File: config.mk
export PLATFORM = sky130hd
export DESIGN_NAME = ttl_updn_counter_sync
export DESIGN_NICKNAME = d
export VERILOG_FILES = /design/src/rtl/ttl_updn_counter_sync.sv
export SDC_FILE = /design/constraint.sdc
export NUM_CORES = 1
export LEC_CHECK = 0
export BUFFER_PORTS_ARGS = -buffer_cell sky130_fd_sc_hd__buf_2
export CAP_MARGIN = 20
export CORE_AREA = 2 2 39 41
export DETAILED_ROUTE_END_ITERATION = 8
export DIE_AREA = 0 0 41 43
export GPL_ROUTABILITY_DRIVEN = 0
export PLACE_DENSITY = 0.55
export REMOVE_ABC_BUFFERS = 1
export SYNTH_ARGS = -nofsm -noshare
export SYNTH_HDL_FRONTEND = slang
export SYNTH_SLANG_ARGS = --single-unit
File: constraint.sdc
create_clock -name Clk -period 4.9 [get_ports Clk]
set_clock_uncertainty 0.15 [all_clocks]
set_input_delay 1.47 -clock Clk [delete_from_list [all_inputs] [get_ports Clk]]
set_output_delay 1.47 -clock Clk [all_outputs]
set_load 0.05 [all_outputs]
File: src/rtl/ttl_updn_counter_sync.sv
// Parametrised synchronous up/down counter (74160/161/169 family) with load, ENT/ENP, direction and RCO.
// Build option: define TTL_CNT_CEN_EDGE_EN to advance on Cen rising edges instead of Cen level.
module ttl_updn_counter_sync #(
    parameter int unsigned      WIDTH   = 4,
    parameter longint unsigned  MODULUS = 16
) (
    input  logic             Clk,
    input  logic             Clear_bar,
    input  logic             Cen,
    input  logic             Load_bar,
    input  logic             ENT,
    input  logic             ENP,
    input  logic             U_D,
    input  logic [WIDTH-1:0] D,
    output logic [WIDTH-1:0] Q,
    output logic             RCO
);

    // MODULUS may be 2**32 for a 32-bit counter, hence the 64-bit parameter and explicit truncation.
    localparam logic [WIDTH-1:0] TC_UP = WIDTH'(MODULUS - 64'd1);
    localparam logic [WIDTH-1:0] TC_DN = '0;
    localparam logic [WIDTH-1:0] ONE   = WIDTH'(1);

    logic             adv;
    logic [WIDTH-1:0] q_next;

`ifdef TTL_CNT_CEN_EDGE_EN
    // last_cen resets high so a Cen held high through reset release does not step.
    logic last_cen;

    always_ff @(posedge Clk) begin
        if (!Clear_bar) begin
            last_cen <= 1'b1;
        end else begin
            last_cen <= Cen;
        end
    end

    assign adv = Cen & ~last_cen;
`else
    assign adv = Cen;
`endif

    // Load beats count; out-of-range values wrap to 0 on the next up step.
    always_comb begin
        q_next = Q;
        if (adv) begin
            if (!Load_bar) begin
                q_next = D;
            end else if (ENT && ENP) begin
                if (U_D) begin
                    q_next = (Q >= TC_UP) ? '0 : Q + ONE;
                end else begin
                    q_next = (Q == TC_DN) ? TC_UP : Q - ONE;
                end
            end
        end
    end

    always_ff @(posedge Clk) begin
        if (!Clear_bar) begin
            Q <= '0;
        end else begin
            Q <= q_next;
        end
    end

    assign RCO = ENT & (U_D ? (Q == TC_UP) : (Q == TC_DN));

endmodule

# After elaboration in Yosys (flattened, before gate mapping)
# Cells that the tools add are included.
# op_classes
addsub,2
n_lt_le_gt_ge,1
eq_ne,2
mux,6
bitwise_logic,1
reduce_logical,3
# ops
operator,n
2-to-1 mux 4 bit,5
"adder 4 x 1 -> 4 bit, second input constant",1
"== test 4 bit, second input constant",1
"greater-or-equal comparator 4 bit, second input constant",1
logical NOT 4 bit,1
"subtractor 4 x 1 -> 4 bit, second input constant",1
"inequality test 2 x 1 -> 1 bit, second input constant",1
AND reduction 2 bit,1
bitwise AND 1 bit,1
logical AND 1 bit,1
2-to-1 mux 1 bit,1
# word_totals
ff_bits,4
in_bits,11
out_inout_bits,5
word_cells,16

# Depth between registers and ports, before layout
# Gate-level depths: netlist of run 1.
# depth
ltp_word,5
mapped_depth,6

# Worst setup path before layout of run 1
# OpenSTA, ideal clock, no wires.
# synth_path
kind,input-to-output
start,in U_D
end,out RCO
t_arrival_ps,3078
required_ps,3280
setup_slack_ps,202
path_stages,2
path_buffers,0
path_cell_list,or4b_1 > a21boi_0
# synth_via
elab_chain_len,2
# synth_lines
item,line_no,rtl
start: declaration,13,"input logic U_D,"
2-to-1 mux 1 bit,68,assign RCO = ENT & (U_D ? (Q == TC_UP) : (Q == TC_DN));
bitwise AND 1 bit,68,
end: declaration,16,output logic RCO
# Every way passes these cells.

# Worst setup path in the final report of run 1
# Ends and elaborated chain as after synthesis.

==> metrics.csv, run 1 <==
metric;value;unit
cts_buffers;3;
synth_largest_area_cell;sky130_fd_sc_hd__dfxtp_1;
drive_gt1_share;29.7;%
post-synth-top-count-cell;sky130_fd_sc_hd__o21ai_0;
via_count_of_the_first_global_routing_pass;368;
post_layout_nonfiller_instances;80;
dominantRegCellSynth;sky130_fd_sc_hd__dfxtp_1;
yosys_warnings;0;
startpoint_type;input port;
worst_pin_slew;0.509;ns
path_class;input port to output port;
dieHeight;43;µm
rsz0062_at_grt;no;
finish.net_count;79;
crit_fanout;6;
finish.utilization;33.9;%
timing_hold_violations_final;0;
grt_first_pass_wirelength;1.41;mm
num_rows;14;
clock_slew_at_the_register_clock_pins_of_the_worst_setup_and_hold_paths;0.04;ns
ios;16;
muxShareOfSynthArea;5.63;%
clock_tree.htree_level_count;1;
post_cts_resize_count;0;
vias_per_cell;4.88;
number_of_synthesized_flops_with_an_enable_pin;0;
slew_viol_final;0;
biggest_register;Q;
xor_and_xnor_area_share_after_synthesis;2.46;%
register_bit_total_from_synthesis;4;
drt_pass1_iterations;4;
biggestRegsByFlops;Q: 4 flops;
run_status;complete, no violations;
worst_ep_required_time;3.28;ns
adder_cell_share_of_the_synthesized_area;7.04;%
timing.max_slew.rel_slack;65.7;%
initial_utilization;25.7;%
ys_top_cells_by_area;sky130_fd_sc_hd__dfxtp_1 (23%), sky130_fd_sc_hd__o21ai_0 (9.9%), sky130_fd_sc_hd__ha_1 (7.0%), sky130_fd_sc_hd__a21boi_0 (6.3%), sky130_fd_sc_hd__inv_1 (6.3%);
worstSetupEndpointType;output port;
timing.setup.tns;0;ns
postSynthCellCount;47;
tritoncts_clock_tree;yes;
synth_simple_gate_area_share;16.5;%
clk_latency;0.24;ns
drt_iter0_drc;10;
timing.final.setup_violations;0;
dp_hpwl;698;µm
grt_antenna_before_repair;0;
placed_area;447;µm²
numPlacedInstances;77;
ys_seq_area_share;22.5;%
post-route-drc-count;0;
post_synth.cell_area_avg;7.56;µm²
grt_usage;12.6;%
largest_reg_flops;4;
cts_setup_buffers;0;
fraction_of_the_cycle_the_final_worst_path_needs;84.3;%
clockBufferDepth;2;
routed_length_per_instance;11.2;µm
antenna_violation_net_count_after_detailed_routing;0;
port-buffer-count;15;
die-area;0.00176;mm²
grt_start_max_net_pins;12;
post_cts_hold_buffer_count;0;
synth_top_family_by_area;compound AO/OA/AOI/OAI gates;
syn_to_final_growth;32.0;%
num_vias;390;
globalRoute.totalOverflow;0;
highest_clock_frequency_the_design_can_meet;0.242;GHz
wl;893;µm
antenna-diode-count;0;
finish.instance_area;469;µm²
max_cap_violations;0;
worst_ep_arrival_time;2.51;ns
core_area;0.00138;mm²
post_synth_num_cell_types;25;
chipWidth;41;µm
cts_root_buf;sky130_fd_sc_hd__clkbuf_4;
synth_commonest_cells;sky130_fd_sc_hd__o21ai_0 (7), sky130_fd_sc_hd__inv_1 (6), sky130_fd_sc_hd__a21oi_1 (4), sky130_fd_sc_hd__dfxtp_1 (4), sky130_fd_sc_hd__a21boi_0 (3);
highest_ir_drop_seen_on_vdd;69.0;µV
netlist_area;355;µm²
compound_cell_area_share_of_the_yosys_netlist;38.4;%
finalWorstPathRequiredPeriod;4.13;ns
postSynth.asyncResetShare;0;%
synth_largest_type_area_fraction;22.5;%
timing.hold.worst.class;flop to flop;
static-leakage-power;0.000217;µW
power.density_cell_area;256;mW/mm²
cts_sinks;4;
==> report_power, final <==
part / total (µW) / internal, µW / switching, µW
combinational: 40.0 / 15.5 / 24.5
sequential: 38.9 / 35.1 / 3.79
clock: 41.4 / 27.4 / 13.9
==> metrics by stage <==
| step | power, µW | hold WS (ns) | setup WS, ns |
|---|---|---|---|
| CTS | 123 | 0.404 | 0.770 |
| global route | 128 | 0.436 | 0.632 |
| detailed placement | 79.7 | 0.402 | 0.775 |
| floorplan | 66.5 | 0.602 | 0.202 |
| finish | 120 | 0.408 | 0.770 |
| global placement | 79.4 | 0.396 | 0.792 |
==> worst max-delay path, cell delays in order <==
cell and delay, ns:
sky130_fd_sc_hd__buf_2 0.14, sky130_fd_sc_hd__or4b_1 0.46, sky130_fd_sc_hd__a21boi_0 0.16, sky130_fd_sc_hd__buf_2 0.28
==> metal layers <==
layer  routed length, µm  GRT usage, %  vias to the layer above
li1                    -             -                      209
met1                 447          14.8                      169
met2                 406          17.2                       12
met3                  38          3.14                        0
met4                   0          12.0                        0
met5                   0             0                        -
==> layout by cell type, fill, tap and decap left out, drive strengths merged, types with 2 or more instances in the layout <==
cell	n
a21boi	3
a21oi	4
buf	15
clkbuf	3
dfxtp	4
ha	2
inv	6
mux2i	2
nor2	2
o21ai	7
==> logic make-up (layout without fill, tap and decap cells) <==
| family | Yosys count | in the layout |
|---|---|---|
| AO/OA/AOI/OAI | 21 | 21 |
| AND/OR/NAND/NOR | 10 | 10 |
| XOR/XNOR | 1 | 1 |
| buffers and inverters | 7 | 24 |
| multiplexers | 2 | 2 |
| adder cells (fa/ha/maj) | 2 | 2 |
| flip-flops | 4 | 4 |
==> worst paths after layout <==
path	startpoint	to	slack, ns	depth (start not counted)
min reg2reg	Q[2]	Q[2]	0.41	2
max	U_D	RCO	0.77	4
min	Q[2]	Q[2]	0.41	2
max reg2reg	Q[0]	Q[3]	3.23	6
==> final cells by class <==
cell class	instances	area, µm²
Tap cell	16	20.0
Timing Repair Buffer	15	75.1
Inverter	6	22.5
Clock buffer	3	22.5
Multi-Input combinational cell	36	249
Fill cell	158	915
Sequential cell	4	80.1
Power figures use the tool's default switching activity.
==> run 2: changes to the inputs <==
- ABC_AREA: default -> 1
- PLACE_DENSITY: 0.55 -> 0.54
- clock period: 4.9 -> 4.1 ns (I/O delays scaled with it)
==> metrics.csv, run 2 <==
metric;value;unit
reg2regPathDepth;7;
synth_largest_type_area_fraction;23.5;%
cts_setup_buffers;0;
largest_reg_flops;4;
post-synth-top-count-cell;sky130_fd_sc_hd__nand2_1;
worst_ep_required_time;2.72;ns
postSynthCellCount;56;
syn_to_final_growth;34.6;%
clk_latency;0.23;ns
post_synth.cell_area_avg;6.08;µm²
grt_first_pass_wirelength;1.24;mm
rsz0062_at_grt;no;
num_rows;14;
cts_buffers;3;
min_delay_worst_endpoint;Q[2];
clock_slew_at_the_register_clock_pins_of_the_worst_setup_and_hold_paths;0.03;ns
post_cts_hold_buffer_count;0;
routed-wl-met3;22;µm
dieHeight;43;µm
timing.max_slew.rel_slack;82.7;%
timing.setup.tns;0;ns
biggestRegsByFlops;Q: 4 flops;
cts_root_buf;sky130_fd_sc_hd__clkbuf_4;
ys_seq_area_share;23.5;%
register_bit_total_from_synthesis;4;
finish.net_count;89;
fraction_of_the_cycle_the_final_worst_path_needs;79.1;%
initial_utilization;24.6;%
finish.utilization;33.1;%
regToRegStartpoint;Q[0];
synth_commonest_cells;sky130_fd_sc_hd__nand2_1 (15), sky130_fd_sc_hd__inv_1 (8), sky130_fd_sc_hd__nand3_1 (7);
cts_sinks;4;
globalRoute.totalOverflow;0;
placed_area;435;µm²
startpoint_type;input port;
post_cts_resize_count;0;
number_of_synthesized_flops_with_an_enable_pin;0;
timing.hold.worst_path_depth;2;
final.fill_count;165;
ios;16;
drt_iter0_drc;5;
yosys_warnings;0;
static-leakage-power;0.000253;µW
dr_wl_met2;402;µm
dp_hpwl;677;µm
antenna_violation_net_count_after_detailed_routing;0;
timing.hold.worst.class;flop to flop;
crit_fanout;4;
grt_start_max_net_pins;8;
synth_largest_area_cell;sky130_fd_sc_hd__dfxtp_1;
highest_clock_frequency_the_design_can_meet;0.308;GHz
path_class;input port to output port;
run_status;complete, no violations;
post-route-drc-count;0;
ys_top_cells_by_area;sky130_fd_sc_hd__dfxtp_1 (24%), sky130_fd_sc_hd__nand2_1 (17%), sky130_fd_sc_hd__nand3_1 (10%), sky130_fd_sc_hd__inv_1 (8.8%), sky130_fd_sc_hd__ha_1 (7.4%);
hold_path.startpoint;Q[2];
clockBufferDepth;2;
most-common-layout-cells;sky130_fd_sc_hd__nand2_1 (15), sky130_fd_sc_hd__buf_2 (15), sky130_fd_sc_hd__inv_1 (8), sky130_fd_sc_hd__nand3_1 (7);
routed_length_per_instance;8.87;µm
finish.instance_area;458;µm²
drt_pass1_iterations;4;
netlist_area;340;µm²
highest_ir_drop_seen_on_vdd;128;µV
wl;798;µm
timing.final.setup_violations;0;
worstSetupEndpointType;output port;
grt_antenna_before_repair;0;
die-area;0.00176;mm²
port-buffer-count;15;
antenna-diode-count;0;
max_cap_violations;0;
drt-met1-wl;372;µm
holdWs;0.427;ns
post_synth_num_cell_types;16;
via_count_of_the_first_global_routing_pass;352;
core_area;0.00138;mm²
vias_per_cell;4.36;
slew_viol_final;0;
postSynth.asyncResetShare;0;%
reg2reg_slack;2.58;ns
biggest_register;Q;
power.density_cell_area;312;mW/mm²
worst_pin_slew;0.259;ns
dominantRegCellSynth;sky130_fd_sc_hd__dfxtp_1;
topmost_layer_with_routed_signal_wires;met3;
clock_tree.htree_level_count;1;
fin_total_pwr;143;µW
worst_ep_arrival_time;1.86;ns
finalWorstPathRequiredPeriod;3.24;ns
num_vias;392;
timing_hold_violations_final;0;
regToRegEndpoint;Q[2];
chipWidth;41;µm
tritoncts_clock_tree;yes;
grt_usage;10.3;%
drive_gt1_share;29.7;%
run 2: changes by cell type in the layout (fill, tap and decap cells not counted), moves of 2 or more:
cell and change:
sky130_fd_sc_hd__a21boi_0 -3, sky130_fd_sc_hd__a21oi_2 +2, sky130_fd_sc_hd__inv_1 +2, sky130_fd_sc_hd__mux2i_1 -2
sky130_fd_sc_hd__nand2_1 +14, sky130_fd_sc_hd__nand3_1 +6, sky130_fd_sc_hd__nor2_1 +2, sky130_fd_sc_hd__o21ai_0 -6
sky130_fd_sc_hd__o21ai_1 +2
run 2: metrics by stage:
stage / std cells / setup WS (ns)
after global routing: 90 / 0.834
after floorplan: 56 / 0.618
after detailed placement: 87 / 0.855
final: 90 / 0.855
after CTS: 90 / 0.853
after global placement: 87 / 0.882
run 2: report_power, final:
part | switching, µW | internal [µW] | total, µW | leakage [µW]
Combinational | 32.0 | 17.6 | 49.5 | 0.000206
Clock | 13.3 | 32.5 | 45.9 | 0.0000138
Sequential | 5.18 | 42.2 | 47.4 | 0.0000330
Total | 50.5 | 92.3 | 143 | 0.000253
run 2: final cells by class:
type / instances / area [µm²] / share of cell area (%)
multi-input cells: 43 / 226 / 49.5
flip-flops and latches: 4 / 80.1 / 17.5
clock buffers: 3 / 22.5 / 4.92
inverters: 9 / 33.8 / 7.38
repair buffers: 15 / 75.1 / 16.4
well taps: 16 / 20.0 / 4.37
run 2: worst max path at each step:
stage          slack (ns)  startpoint  depth (start not counted)  end
5_1_grt              0.83         U_D                          5  RCO
2_1_floorplan        0.62         U_D                          3  RCO
3_5_place_dp         0.86         U_D                          5  RCO
6_report             0.86         U_D                          5  RCO
4_1_cts              0.85         U_D                          5  RCO
3_3_place_gp         0.88         U_D                          5  RCO
run 2: worst max-delay path, cell delays in order:
cell                      delay (ns)
sky130_fd_sc_hd__buf_2          0.12
sky130_fd_sc_hd__nand2_1        0.08
sky130_fd_sc_hd__nand2_1        0.05
sky130_fd_sc_hd__a21oi_1        0.10
sky130_fd_sc_hd__buf_2          0.27
run 2: cells by family after synthesis:
family | Yosys count | share of synthesized area [%]
flip-flops | 4 | 23.5
buffers and inverters | 9 | 9.93
adder cells (fa/ha/maj) | 2 | 7.35
XOR/XNOR | 2 | 5.15
AND/OR/NAND/NOR | 29 | 36.8
AO/OA/AOI/OAI | 10 | 17.3
run 2: per-layer routing:
layer / vias to the layer above / global-route usage [%]
li1: 220 / -
met1: 167 / 11.5
met2: 5 / 16.3
met3: 0 / 1.57
met4: 0 / 8.00
met5: - / 0
